[config.mk]
export PLATFORM = sky130hd
export DESIGN_NAME = mc_ctrl_flat
export DESIGN_NICKNAME = d
export VERILOG_FILES = /design/src/rtl/mc_pkg.sv /design/src/rtl/mc_ctrl_if.sv /design/src/rtl/mc_decode.sv /design/src/rtl/mc_ctrl.sv /design/src/flat_wrapper.sv
export SDC_FILE = /design/constraint.sdc
export NUM_CORES = 1
export LEC_CHECK = 0
export CAP_MARGIN = 15
export CORE_UTILIZATION = 55
export DETAILED_ROUTE_END_ITERATION = 6
export DONT_BUFFER_PORTS = 1
export PLACE_DENSITY = 0.75
export REMOVE_ABC_BUFFERS = 1
export SLEW_MARGIN = 20
export SYNTH_ARGS = -nofsm -noshare
export SYNTH_HDL_FRONTEND = slang
export SYNTH_SLANG_ARGS = --single-unit
[constraint.sdc]
create_clock -name clk -period 3.5 [get_ports clk]
set_clock_uncertainty 0.1 [all_clocks]
set_input_delay 0.875 -clock clk [delete_from_list [all_inputs] [get_ports clk]]
set_output_delay 0.875 -clock clk [all_outputs]
set_load 0.005 [all_outputs]
[src/rtl/mc_pkg.sv]
// rtl/mc_pkg.sv - shared encodings for the multi-cycle MIPS controller, datapath and ALU
//
// Contents: FSM state encoding, instruction classes, ALUOp codes,
// opcode/funct values and the NPCOp/RegDst/WDSel/ExtOp select encodings.
package mc_pkg;

  typedef enum logic [2:0] {
    ST_FETCH  = 3'd0,
    ST_DECODE = 3'd1,
    ST_EXE    = 3'd2,
    ST_MEM    = 3'd3,
    ST_WB     = 3'd4
  } state_t;

  typedef enum logic [3:0] {
    CLS_R_ALU,
    CLS_I_ALU,
    CLS_LOAD,
    CLS_STORE,
    CLS_BEQ,
    CLS_BNE,
    CLS_J,
    CLS_JAL,
    CLS_JR,
    CLS_UNKNOWN
  } inst_class_t;

  localparam logic [3:0] ALU_NOP  = 4'h0;
  localparam logic [3:0] ALU_ADD  = 4'h1;
  localparam logic [3:0] ALU_SUB  = 4'h2;
  localparam logic [3:0] ALU_SLL  = 4'h3;
  localparam logic [3:0] ALU_SLLV = 4'h4;
  localparam logic [3:0] ALU_SRL  = 4'h5;
  localparam logic [3:0] ALU_SRLV = 4'h6;
  localparam logic [3:0] ALU_SRA  = 4'h7;
  localparam logic [3:0] ALU_SRAV = 4'h8;
  localparam logic [3:0] ALU_AND  = 4'h9;
  localparam logic [3:0] ALU_OR   = 4'hA;
  localparam logic [3:0] ALU_XOR  = 4'hB;
  localparam logic [3:0] ALU_NOR  = 4'hC;
  localparam logic [3:0] ALU_SLT  = 4'hD;
  localparam logic [3:0] ALU_SLTU = 4'hE;

  localparam logic [5:0] OP_RTYPE = 6'h00;
  localparam logic [5:0] OP_J     = 6'h02;
  localparam logic [5:0] OP_JAL   = 6'h03;
  localparam logic [5:0] OP_BEQ   = 6'h04;
  localparam logic [5:0] OP_BNE   = 6'h05;
  localparam logic [5:0] OP_ADDIU = 6'h09;
  localparam logic [5:0] OP_SLTI  = 6'h0A;
  localparam logic [5:0] OP_SLTIU = 6'h0B;
  localparam logic [5:0] OP_ANDI  = 6'h0C;
  localparam logic [5:0] OP_ORI   = 6'h0D;
  localparam logic [5:0] OP_XORI  = 6'h0E;
  localparam logic [5:0] OP_LUI   = 6'h0F;
  localparam logic [5:0] OP_LW    = 6'h23;
  localparam logic [5:0] OP_SW    = 6'h2B;

  localparam logic [5:0] FN_SLL  = 6'h00;
  localparam logic [5:0] FN_SRL  = 6'h02;
  localparam logic [5:0] FN_SRA  = 6'h03;
  localparam logic [5:0] FN_SLLV = 6'h04;
  localparam logic [5:0] FN_SRLV = 6'h06;
  localparam logic [5:0] FN_SRAV = 6'h07;
  localparam logic [5:0] FN_JR   = 6'h08;
  localparam logic [5:0] FN_ADDU = 6'h21;
  localparam logic [5:0] FN_SUBU = 6'h23;
  localparam logic [5:0] FN_AND  = 6'h24;
  localparam logic [5:0] FN_OR   = 6'h25;
  localparam logic [5:0] FN_XOR  = 6'h26;
  localparam logic [5:0] FN_NOR  = 6'h27;
  localparam logic [5:0] FN_SLT  = 6'h2A;
  localparam logic [5:0] FN_SLTU = 6'h2B;

  localparam logic [1:0] NPC_PC4    = 2'd0;
  localparam logic [1:0] NPC_BRANCH = 2'd1;
  localparam logic [1:0] NPC_JUMP   = 2'd2;
  localparam logic [1:0] NPC_JR     = 2'd3;

  localparam logic [1:0] RD_RT = 2'd0;
  localparam logic [1:0] RD_RD = 2'd1;
  localparam logic [1:0] RD_RA = 2'd2;

  localparam logic [1:0] WD_ALU = 2'd0;
  localparam logic [1:0] WD_MEM = 2'd1;
  localparam logic [1:0] WD_PC4 = 2'd2;

  localparam logic [1:0] EXT_ZERO  = 2'd0;
  localparam logic [1:0] EXT_SIGN  = 2'd1;
  localparam logic [1:0] EXT_UPPER = 2'd2;

endpackage

[src/rtl/mc_ctrl_if.sv]
// rtl/mc_ctrl_if.sv - signal bundle between the controller and the datapath
//
// master: controller side (consumes IR/zero, drives strobes, selects, debug).
// slave : datapath side (supplies IR/zero, consumes everything else).
interface mc_ctrl_if;
  logic [31:0] IR;
  logic        zero;
  logic [3:0]  ALUOp;
  logic        PCWr;
  logic [1:0]  NPCOp;
  logic        IRWr;
  logic        RegWr;
  logic [1:0]  RegDst;
  logic [1:0]  WDSel;
  logic        ALUSrcB;
  logic [1:0]  ExtOp;
  logic        MemWr;
  logic [2:0]  state;
  logic [31:0] retired;

  modport master (
    input  IR, zero,
    output ALUOp, PCWr, NPCOp, IRWr, RegWr, RegDst, WDSel, ALUSrcB, ExtOp, MemWr,
           state, retired
  );

  modport slave (
    output IR, zero,
    input  ALUOp, PCWr, NPCOp, IRWr, RegWr, RegDst, WDSel, ALUSrcB, ExtOp, MemWr,
           state, retired
  );
endinterface

[src/rtl/mc_decode.sv]
// rtl/mc_decode.sv - combinational IR classifier for the multi-cycle controller
//
// Ports: ir (in, 32) instruction; cls (out) instruction class;
// alu_op (out, 4) ALU operation; ext_op (out, 2) immediate extension;
// alu_src_b (out, 1) selects extended immediate as ALU operand B.
// MC_CTRL_SHIFT_EN: when defined the six shift functs decode as R-type ALU
// ops; otherwise they fall into the unknown class.
module mc_decode
  import mc_pkg::*;
(
  input  logic [31:0]  ir,
  output inst_class_t  cls,
  output logic [3:0]   alu_op,
  output logic [1:0]   ext_op,
  output logic         alu_src_b
);

  logic [5:0] opcode;
  logic [5:0] funct;
  logic       unused_fields;

  assign opcode = ir[31:26];
  assign funct  = ir[5:0];
  // Register and immediate fields are routed by the datapath, not decoded here.
  assign unused_fields = ^ir[25:6];

  always_comb begin
    cls       = CLS_UNKNOWN;
    alu_op    = ALU_NOP;
    ext_op    = EXT_ZERO;
    alu_src_b = 1'b0;
    case (opcode)
      OP_RTYPE: begin
        cls = CLS_R_ALU;
        case (funct)
          FN_JR:   begin cls = CLS_JR; end
          FN_ADDU: alu_op = ALU_ADD;
          FN_SUBU: alu_op = ALU_SUB;
          FN_AND:  alu_op = ALU_AND;
          FN_OR:   alu_op = ALU_OR;
          FN_XOR:  alu_op = ALU_XOR;
          FN_NOR:  alu_op = ALU_NOR;
          FN_SLT:  alu_op = ALU_SLT;
          FN_SLTU: alu_op = ALU_SLTU;
`ifdef MC_CTRL_SHIFT_EN
          FN_SLL:  alu_op = ALU_SLL;
          FN_SLLV: alu_op = ALU_SLLV;
          FN_SRL:  alu_op = ALU_SRL;
          FN_SRLV: alu_op = ALU_SRLV;
          FN_SRA:  alu_op = ALU_SRA;
          FN_SRAV: alu_op = ALU_SRAV;
`endif
          default: cls = CLS_UNKNOWN;
        endcase
      end
      OP_J:     cls = CLS_J;
      OP_JAL:   cls = CLS_JAL;
      // Branch offset is sign-extended for the target adder; the ALU only compares rs/rt.
      OP_BEQ:   begin cls = CLS_BEQ; alu_op = ALU_SUB; ext_op = EXT_SIGN; end
      OP_BNE:   begin cls = CLS_BNE; alu_op = ALU_SUB; ext_op = EXT_SIGN; end
      OP_ADDIU: begin cls = CLS_I_ALU; alu_op = ALU_ADD;  ext_op = EXT_SIGN; alu_src_b = 1'b1; end
      OP_SLTI:  begin cls = CLS_I_ALU; alu_op = ALU_SLT;  ext_op = EXT_SIGN; alu_src_b = 1'b1; end
      OP_SLTIU: begin cls = CLS_I_ALU; alu_op = ALU_SLTU; ext_op = EXT_SIGN; alu_src_b = 1'b1; end
      OP_ANDI:  begin cls = CLS_I_ALU; alu_op = ALU_AND;  ext_op = EXT_ZERO; alu_src_b = 1'b1; end
      OP_ORI:   begin cls = CLS_I_ALU; alu_op = ALU_OR;   ext_op = EXT_ZERO; alu_src_b = 1'b1; end
      OP_XORI:  begin cls = CLS_I_ALU; alu_op = ALU_XOR;  ext_op = EXT_ZERO; alu_src_b = 1'b1; end
      // lui: rs is $0 by convention, so ADD of the upper-extended immediate yields imm<<16.
      OP_LUI:   begin cls = CLS_I_ALU; alu_op = ALU_ADD;  ext_op = EXT_UPPER; alu_src_b = 1'b1; end
      OP_LW:    begin cls = CLS_LOAD;  alu_op = ALU_ADD;  ext_op = EXT_SIGN; alu_src_b = 1'b1; end
      OP_SW:    begin cls = CLS_STORE; alu_op = ALU_ADD;  ext_op = EXT_SIGN; alu_src_b = 1'b1; end
      default:  cls = CLS_UNKNOWN;
    endcase
  end

endmodule

[src/rtl/mc_ctrl.sv]
// rtl/mc_ctrl.sv - multi-cycle MIPS control FSM (fetch/decode/exe/mem/wb)
//
// Ports: clk (in) rising-edge clock; reset (in) synchronous active-high;
// bus (mc_ctrl_if.master): IR/zero in; ALUOp, PCWr, NPCOp, IRWr, RegWr, RegDst,
// WDSel, ALUSrcB, ExtOp, MemWr, state, retired out.
// MC_CTRL_SHIFT_EN (see mc_decode) enables decoding of the shift instructions.
module mc_ctrl
  import mc_pkg::*;
(
  input  logic      clk,
  input  logic      reset,
  mc_ctrl_if.master bus
);

  state_t      state_q;
  state_t      state_d;
  logic [31:0] retired_q;

  inst_class_t cls;
  logic [3:0]  dec_alu_op;
  logic [1:0]  dec_ext_op;
  logic        dec_alu_src_b;
  logic        br_taken;

  logic [3:0]  alu_op;
  logic        pc_wr;
  logic [1:0]  npc_op;
  logic        ir_wr;
  logic        reg_wr;
  logic [1:0]  reg_dst;
  logic [1:0]  wd_sel;
  logic        alu_src_b;
  logic [1:0]  ext_op;
  logic        mem_wr;

  mc_decode u_decode (
    .ir        (bus.IR),
    .cls       (cls),
    .alu_op    (dec_alu_op),
    .ext_op    (dec_ext_op),
    .alu_src_b (dec_alu_src_b)
  );

  assign br_taken = ((cls == CLS_BEQ) &&  bus.zero) ||
                    ((cls == CLS_BNE) && !bus.zero);

  // State register and retirement counter. An instruction retires on the
  // edge that returns the FSM to FETCH; a reset abort does not count.
  always_ff @(posedge clk) begin
    if (reset) begin
      state_q   <= ST_FETCH;
      retired_q <= '0;
    end else begin
      state_q <= state_d;
      if (state_q != ST_FETCH && state_d == ST_FETCH) begin
        retired_q <= retired_q + 32'd1;
      end
    end
  end

  always_comb begin
    state_d = ST_FETCH;
    case (state_q)
      ST_FETCH:  state_d = ST_DECODE;
      ST_DECODE: begin
        case (cls)
          CLS_J, CLS_JAL, CLS_JR, CLS_UNKNOWN: state_d = ST_FETCH;
          default:                             state_d = ST_EXE;
        endcase
      end
      ST_EXE: begin
        case (cls)
          CLS_BEQ, CLS_BNE:    state_d = ST_FETCH;
          CLS_LOAD, CLS_STORE: state_d = ST_MEM;
          default:             state_d = ST_WB;
        endcase
      end
      ST_MEM:  state_d = (cls == CLS_LOAD) ? ST_WB : ST_FETCH;
      ST_WB:   state_d = ST_FETCH;
      default: state_d = ST_FETCH;
    endcase
  end

  // Outputs are suppressed while reset is high so an aborted instruction
  // cannot write anything in the reset cycle.
  always_comb begin
    alu_op    = ALU_NOP;
    pc_wr     = 1'b0;
    npc_op    = NPC_PC4;
    ir_wr     = 1'b0;
    reg_wr    = 1'b0;
    reg_dst   = RD_RT;
    wd_sel    = WD_ALU;
    alu_src_b = 1'b0;
    ext_op    = EXT_ZERO;
    mem_wr    = 1'b0;
    if (!reset) begin
      // ALU controls stay at their EXE values through MEM and WB.
      if (state_q == ST_EXE || state_q == ST_MEM || state_q == ST_WB) begin
        alu_op    = dec_alu_op;
        alu_src_b = dec_alu_src_b;
        ext_op    = dec_ext_op;
      end
      case (state_q)
        ST_FETCH: begin
          ir_wr = 1'b1;
          pc_wr = 1'b1;
        end
        ST_DECODE: begin
          case (cls)
            CLS_J: begin
              pc_wr  = 1'b1;
              npc_op = NPC_JUMP;
            end
            CLS_JAL: begin
              pc_wr   = 1'b1;
              npc_op  = NPC_JUMP;
              reg_wr  = 1'b1;
              reg_dst = RD_RA;
              wd_sel  = WD_PC4;
            end
            CLS_JR: begin
              pc_wr  = 1'b1;
              npc_op = NPC_JR;
            end
            default: ;
          endcase
        end
        ST_EXE: begin
          pc_wr  = br_taken;
          npc_op = br_taken ? NPC_BRANCH : NPC_PC4;
        end
        ST_MEM: mem_wr = (cls == CLS_STORE);
        ST_WB: begin
          reg_wr  = 1'b1;
          reg_dst = (cls == CLS_R_ALU) ? RD_RD : RD_RT;
          wd_sel  = (cls == CLS_LOAD) ? WD_MEM : WD_ALU;
        end
        default: ;
      endcase
    end
  end

  assign bus.ALUOp   = alu_op;
  assign bus.PCWr    = pc_wr;
  assign bus.NPCOp   = npc_op;
  assign bus.IRWr    = ir_wr;
  assign bus.RegWr   = reg_wr;
  assign bus.RegDst  = reg_dst;
  assign bus.WDSel   = wd_sel;
  assign bus.ALUSrcB = alu_src_b;
  assign bus.ExtOp   = ext_op;
  assign bus.MemWr   = mem_wr;
  assign bus.state   = state_q;
  assign bus.retired = retired_q;

endmodule

[src/flat_wrapper.sv]
// flat-port wrapper written by rule: the top's interface ports become plain ports
module mc_ctrl_flat import mc_pkg::*;
  (clk, reset, bus_IR, bus_zero, bus_ALUOp, bus_PCWr, bus_NPCOp, bus_IRWr, bus_RegWr, bus_RegDst, bus_WDSel, bus_ALUSrcB, bus_ExtOp, bus_MemWr, bus_state, bus_retired);
  mc_ctrl_if bus_i ();
  input  logic clk;
  input  logic reset;
  input wire logic [$bits(bus_i.IR)-1:0] bus_IR;
  input wire logic [$bits(bus_i.zero)-1:0] bus_zero;
  output wire logic [$bits(bus_i.ALUOp)-1:0] bus_ALUOp;
  output wire logic [$bits(bus_i.PCWr)-1:0] bus_PCWr;
  output wire logic [$bits(bus_i.NPCOp)-1:0] bus_NPCOp;
  output wire logic [$bits(bus_i.IRWr)-1:0] bus_IRWr;
  output wire logic [$bits(bus_i.RegWr)-1:0] bus_RegWr;
  output wire logic [$bits(bus_i.RegDst)-1:0] bus_RegDst;
  output wire logic [$bits(bus_i.WDSel)-1:0] bus_WDSel;
  output wire logic [$bits(bus_i.ALUSrcB)-1:0] bus_ALUSrcB;
  output wire logic [$bits(bus_i.ExtOp)-1:0] bus_ExtOp;
  output wire logic [$bits(bus_i.MemWr)-1:0] bus_MemWr;
  output wire logic [$bits(bus_i.state)-1:0] bus_state;
  output wire logic [$bits(bus_i.retired)-1:0] bus_retired;
  assign bus_i.IR = bus_IR;
  assign bus_i.zero = bus_zero;
  assign bus_ALUOp = bus_i.ALUOp;
  assign bus_PCWr = bus_i.PCWr;
  assign bus_NPCOp = bus_i.NPCOp;
  assign bus_IRWr = bus_i.IRWr;
  assign bus_RegWr = bus_i.RegWr;
  assign bus_RegDst = bus_i.RegDst;
  assign bus_WDSel = bus_i.WDSel;
  assign bus_ALUSrcB = bus_i.ALUSrcB;
  assign bus_ExtOp = bus_i.ExtOp;
  assign bus_MemWr = bus_i.MemWr;
  assign bus_state = bus_i.state;
  assign bus_retired = bus_i.retired;
  mc_ctrl u_core (.clk(clk), .reset(reset), .bus(bus_i));
endmodule
# Word level (Yosys, flattened, before mapping)
# Index checks and enable logic that the tools add are counted.
# word_totals
reg_bits	35
inputBits	35
output_inout_bits	52
wordCells	97
# classes
add_sub_neg	1
n_eq_ne	34
mux	37
n_reduce_logical	23
# ops
cell	n
case mux 4 bit (8 select lines)	3
== test 6 bit (second input constant)	10
== test 6 x 4 -> 1 bit (second input constant)	8
adder 32 x 1 -> 32 bit (second input constant)	1
case mux 2 bit (2 select lines)	5
== test 4 x 3 -> 1 bit (second input constant)	4
two-way mux 1 bit	14
two-way mux 2 bit	7
OR reduction 7 bit	2
== test 6 x 2 -> 1 bit (second input constant)	2
== test 6 x 3 -> 1 bit (second input constant)	2
case mux 3 bit (4 select lines)	1
OR reduction 9 bit	1
== test 4 x 2 -> 1 bit (second input constant)	2
== test 4 bit (second input constant)	2
two-way mux 4 bit	2
case mux 4 bit (2 select lines)	1
OR reduction 2 bit	4
OR reduction 4 bit	2
OR reduction 8 bit	1
== test 3 x 2 -> 1 bit (second input constant)	2
zero test 3 bit	2
zero test 6 bit	1
case mux 3 bit (2 select lines)	1
11 further kinds	15

# Longest topological paths before layout
# depth
ltp_word	10
depth_mapped	9
ltp_nobuf	7

# Cells and area by module
# Synthesis repeated with hierarchy kept, for this count alone.
# unflattened
hier_cells	340
area_unflattened_um2	2585.0
# modules_own_cells
module	instances	cells_each	area_per_inst_um2	seq_area_each_um2
mc_ctrl	1	266	2130.8	700.7
mc_decode	1	74	454.2	0.0

# Least setup slack after synthesis
# OpenSTA, ideal clock, no wires.
# synth_path
path_type	input-to-output
start	in bus_IR[29]
end	out bus_WDSel[1]
arrival_ns	2.413
required_time_ns	2.525
setup_slack_ns	0.112
cell_stages	7
n_path_buf	3
path_cell_list	clkbuf_1 -> nor4_1 -> nand2_1 -> o31a_1 -> clkbuf_1 -> nor4b_1 -> buf_4
# synth_between
elab_chain_cells	7
elab_cells_between_ends	20
cone_classes	eq/ne: 14; mux: 4; reduce/logical: 2
# synth_lines
item	line_no	source
start, declared	flat_wrapper.sv:7	input wire logic [$bits(bus_i.IR)-1:0] bus_IR;
== test 6 x 4 -> 1 bit	mc_decode.sv:32	case (opcode)
OR reduction 7 bit (no source line)	--	
case mux 4 bit (8 select lines) (*)	mc_decode.sv:32	
== test 4 x 3 -> 1 bit (*)	mc_ctrl.sv:110	case (cls)
two-way mux 2 bit (*)	mc_ctrl.sv:110	
case mux 2 bit (2 select lines) (*)	mc_ctrl.sv:104	case (state_q)
two-way mux 2 bit (*)	mc_ctrl.sv:97	if (!reset) begin
end, declared	flat_wrapper.sv:15	output wire logic [$bits(bus_i.WDSel)-1:0] bus_WDSel;
# Every way passes the cells marked *; elsewhere a longest branch is shown, timed or not.

# Final worst setup path
# layout_path
start	in bus_IR[26]
end	out bus_ALUOp[1]
# layout_between
elab_chain_cells	5
elab_cells_between_ends	17
cone_classes	eq/ne: 11; mux: 3; reduce/logical: 3
# layout_lines
item	line_no	source
== test 6 bit, or another cell as far along	mc_decode.sv:32	
OR reduction 4 bit (no source line) or OR reduction 2 bit (tied branches)	--	
case mux 4 bit (8 select lines) (*)	mc_decode.sv:32	
two-way mux 4 bit (*)	mc_ctrl.sv:99	if (state_q == ST_EXE || state_q == ST_MEM || state_q == ST_WB) begin
two-way mux 4 bit (*)	mc_ctrl.sv:97	
end, declared	flat_wrapper.sv:9	output wire logic [$bits(bus_i.ALUOp)-1:0] bus_ALUOp;
# Marks and branches as above.

==> flow_metrics.env <==
export IMPL_cp_required_ns=2.52
export IMPL_path_cells="nor2b_1 -> or3_1 -> a311oi_1 -> o211ai_1 -> a2bb2oi_1 -> nor2_1"
export IMPL_cts_buffer_depth=2
export IMPL_firstDrtPassIters=4
export IMPL_syn_area_per_cell_um2=7.30
export IMPL_seqPwrFrac=0.521
export IMPL_dp_hpwl_um=4090
export IMPL_switchingPower_uw=211
export IMPL_post_route_drc_count=0
export IMPL_drt_iter0_markers=140
export IMPL_finalPower_uw=790
export IMPL_yosysMostFrequentCell="a21oi_1"
export IMPL_p_sw_frac=0.267
export IMPL_synth_area_leaders="dfxtp_1 28%, a21oi_1 7.2%, o21ai_0 5.0%"
export IMPL_cts_root_buf="clkbuf_8"
export IMPL_rrSetupSlack_ns=0.85
export IMPL_path_delay_family="compound AO/OA/AOI/OAI gates"
export IMPL_final_layout_size_suffix_gt1_frac=0.0781
export IMPL_grt_pass1_wl_um=9830
export IMPL_layout_min_cycle_time_ns=3.33
export IMPL_tns_ns=0
export IMPL_critPathMaxFanout=15
export IMPL_dieArea_um2=4850
export IMPL_synth_cell_types=55
export IMPL_rsz0062_at_grt="false"
export IMPL_cp_num_buf_inv=0
export IMPL_cp_startpoint="bus_IR[26]"
export IMPL_place_gp_congestion=0.786
export IMPL_maxCapViolCount=0
export IMPL_start_util=0.574
export IMPL_start_kind="primary input"
export IMPL_syn_area_um2=2520
export IMPL_static_leakage_power_nw=0.776
export IMPL_worst_ep_arrival_time_ns=2.35
export IMPL_finalCritPeriodShare=0.951
export IMPL_clk_pin_slew_worst_paths_ns=0.07
export IMPL_finalHoldViolCount=0
export IMPL_synth_warnings=0
export IMPL_areaGrowthSynthToFinish_pct=2.78
export IMPL_cts_hold_repair_buffers=0
export IMPL_p_per_area_nw_per_um2=305
export IMPL_track_usage=0.243
export IMPL_clock_latency_ns=0.29
export IMPL_fin_nets=368
export IMPL_grt_overflow=0
export IMPL_cpMaxStageDelayCell="a311oi_1"
export IMPL_worst_pin_slew_ns=0.587
export IMPL_seq_area_frac_synth=0.278
export IMPL_yosysTopAreaCell="dfxtp_1"
export IMPL_cts_setup_buffers=0
export IMPL_wirelength_um=5860
export IMPL_port_buffers=0
export IMPL_clock_sinks=35
export IMPL_vdd_drop_max_v=0.000165
export IMPL_synth_edf_count=0
export IMPL_fmax_mhz=300
export IMPL_finalSetupViolations=0
export IMPL_combPwrFrac=0.115
export IMPL_rows=24
export IMPL_slew_headroom=0.608
export IMPL_core_region_area_um2=4380
export IMPL_wl_per_cell_um=15.2
export IMPL_grt_max_degree=51
export IMPL_reg2reg_from="u_core.bus.state[0]"
export IMPL_cpPeakStageDelay_ns=0.47
export IMPL_die_h_um=69.7
export IMPL_synth_seq_cells=35
export IMPL_synthArstFlopShare=0
export IMPL_post_dp_cell_area_um2=2500
export IMPL_clock_power_share=0.364
export IMPL_syn_inst=345
export IMPL_final_core_util=0.590
export IMPL_ios=87
export IMPL_hp_class="reg2reg"
export IMPL_antenna_found_initial=0
export IMPL_grt_pass1_vias=2185
export IMPL_cts_buffers_inserted=5
export IMPL_synthTopCellsByCount="36 x a21oi_1, 35 x dfxtp_1, 29 x nor2_1"
export IMPL_worst_setup_path_end_kind="primary output"
export IMPL_ctsResizeCount=0
export IMPL_yosysTopAreaCellShare=0.278
export IMPL_path_class="in2out"
export IMPL_h_tree_depth=2
export IMPL_p_int_uw=579
export IMPL_synthFlopType="dfxtp_1"
export IMPL_dr_total_vias=2486
export IMPL_design_area_um2=2590
export IMPL_n_antenna_cell=0
export IMPL_cts_tree="yes"
export IMPL_die_w_um=69.7
export IMPL_drv_slew=0
export IMPL_via_per_inst=6.46
export IMPL_ant_nets=0
export IMPL_status="completed"
export IMPL_min_delay_start="u_core.bus.retired[31]"
==> worst paths after layout <==
kind,endpoint,cells past startpoint
max reg2reg,u_core.bus.retired[4],6
min reg2reg,u_core.bus.retired[31],2
max,bus_ALUOp[1],6
min,u_core.bus.retired[31],2
==> sequential cells by signal (all words and copies together), names as in the netlist <==
register,cells
u_core.bus.retired,32
u_core.bus.state,3
==> cell type report <==
class	instances	area (um^2)
repair buffers	6	45.0
well taps	52	65.1
inverters	8	30.0
clock buffers	6	72.6
multi-input cells	276	1660
clock inverters	2	12.5
fillers	427	1800
flip-flops and latches	35	701
==> layout by cell type (no fill, tap or decap), types with 3 or more instances in the layout <==
master,n
a21oi_1,36
o31a_1,3
buf_4,6
nand4_1,14
inv_1,8
or3_1,18
nand2b_1,6
clkbuf_8,5
or4_1,9
or2_2,5
o21bai_1,4
nor2_1,29
o31ai_1,10
mux2i_1,3
nor3_1,12
nand2_1,24
and3_1,5
nor4b_1,3
nand3_1,15
and4_1,3
dfxtp_1,35
nor4_1,5
o21ai_0,25
nor2b_1,9
==> power by group through the flow <==
stage | Clock (mW) | Combinational [mW] | Sequential, mW
after floorplan | 0 | 0.0723 | 0.419
after global placement | 0 | 0.0881 | 0.421
after detailed placement | 0 | 0.0908 | 0.421
after CTS | 0.298 | 0.0910 | 0.412
after global routing | 0.314 | 0.102 | 0.412
final | 0.287 | 0.0911 | 0.412
==> logic make-up (layout without fill, tap and decap cells) <==
group                    count (synthesis)  after routing  share of synthesized area
AND/OR/NAND/NOR                        165            165                      0.360
multiplexers                             7              7                     0.0298
XOR/XNOR                                 2              2                    0.00696
flip-flops                              35             35                      0.278
adder cells (fa/ha/maj)                  1              1                    0.00497
buffers and inverters                   34             22                     0.0616
AO/OA/AOI/OAI                          101            101                      0.258
==> layer usage <==
layer	GRT usage	share of wire	vias to the layer above
met3	0.0727	0.064	4
met5	0	0	-
met4	0.0711	0.0070	0
li1	-	-	1266
met2	0.373	0.47	84
met1	0.329	0.46	1132
==> through the flow <==
| stage | hold WS [ns] | worst slack [ns] | cells |
|---|---|---|---|
| 2_1_floorplan | 0.362 | 0.189 | 319 |
| 3_3_place_gp | 0.374 | 0.253 | 377 |
| 3_5_place_dp | 0.382 | 0.208 | 377 |
| 4_1_cts | 0.393 | 0.201 | 385 |
| 5_1_grt | 0.432 | 0.0822 | 385 |
| 6_report | 0.387 | 0.170 | 385 |
==> worst reg2reg max path: stages (launching register included) <==
cell and delay, ns:
dfxtp_1 0.70, nand2b_1 0.17, or2_2 0.36, or2_2 0.36, o31a_1 0.35, and3_1 0.21, mux2_1 0.30
(Power assumes the default switching activity.)
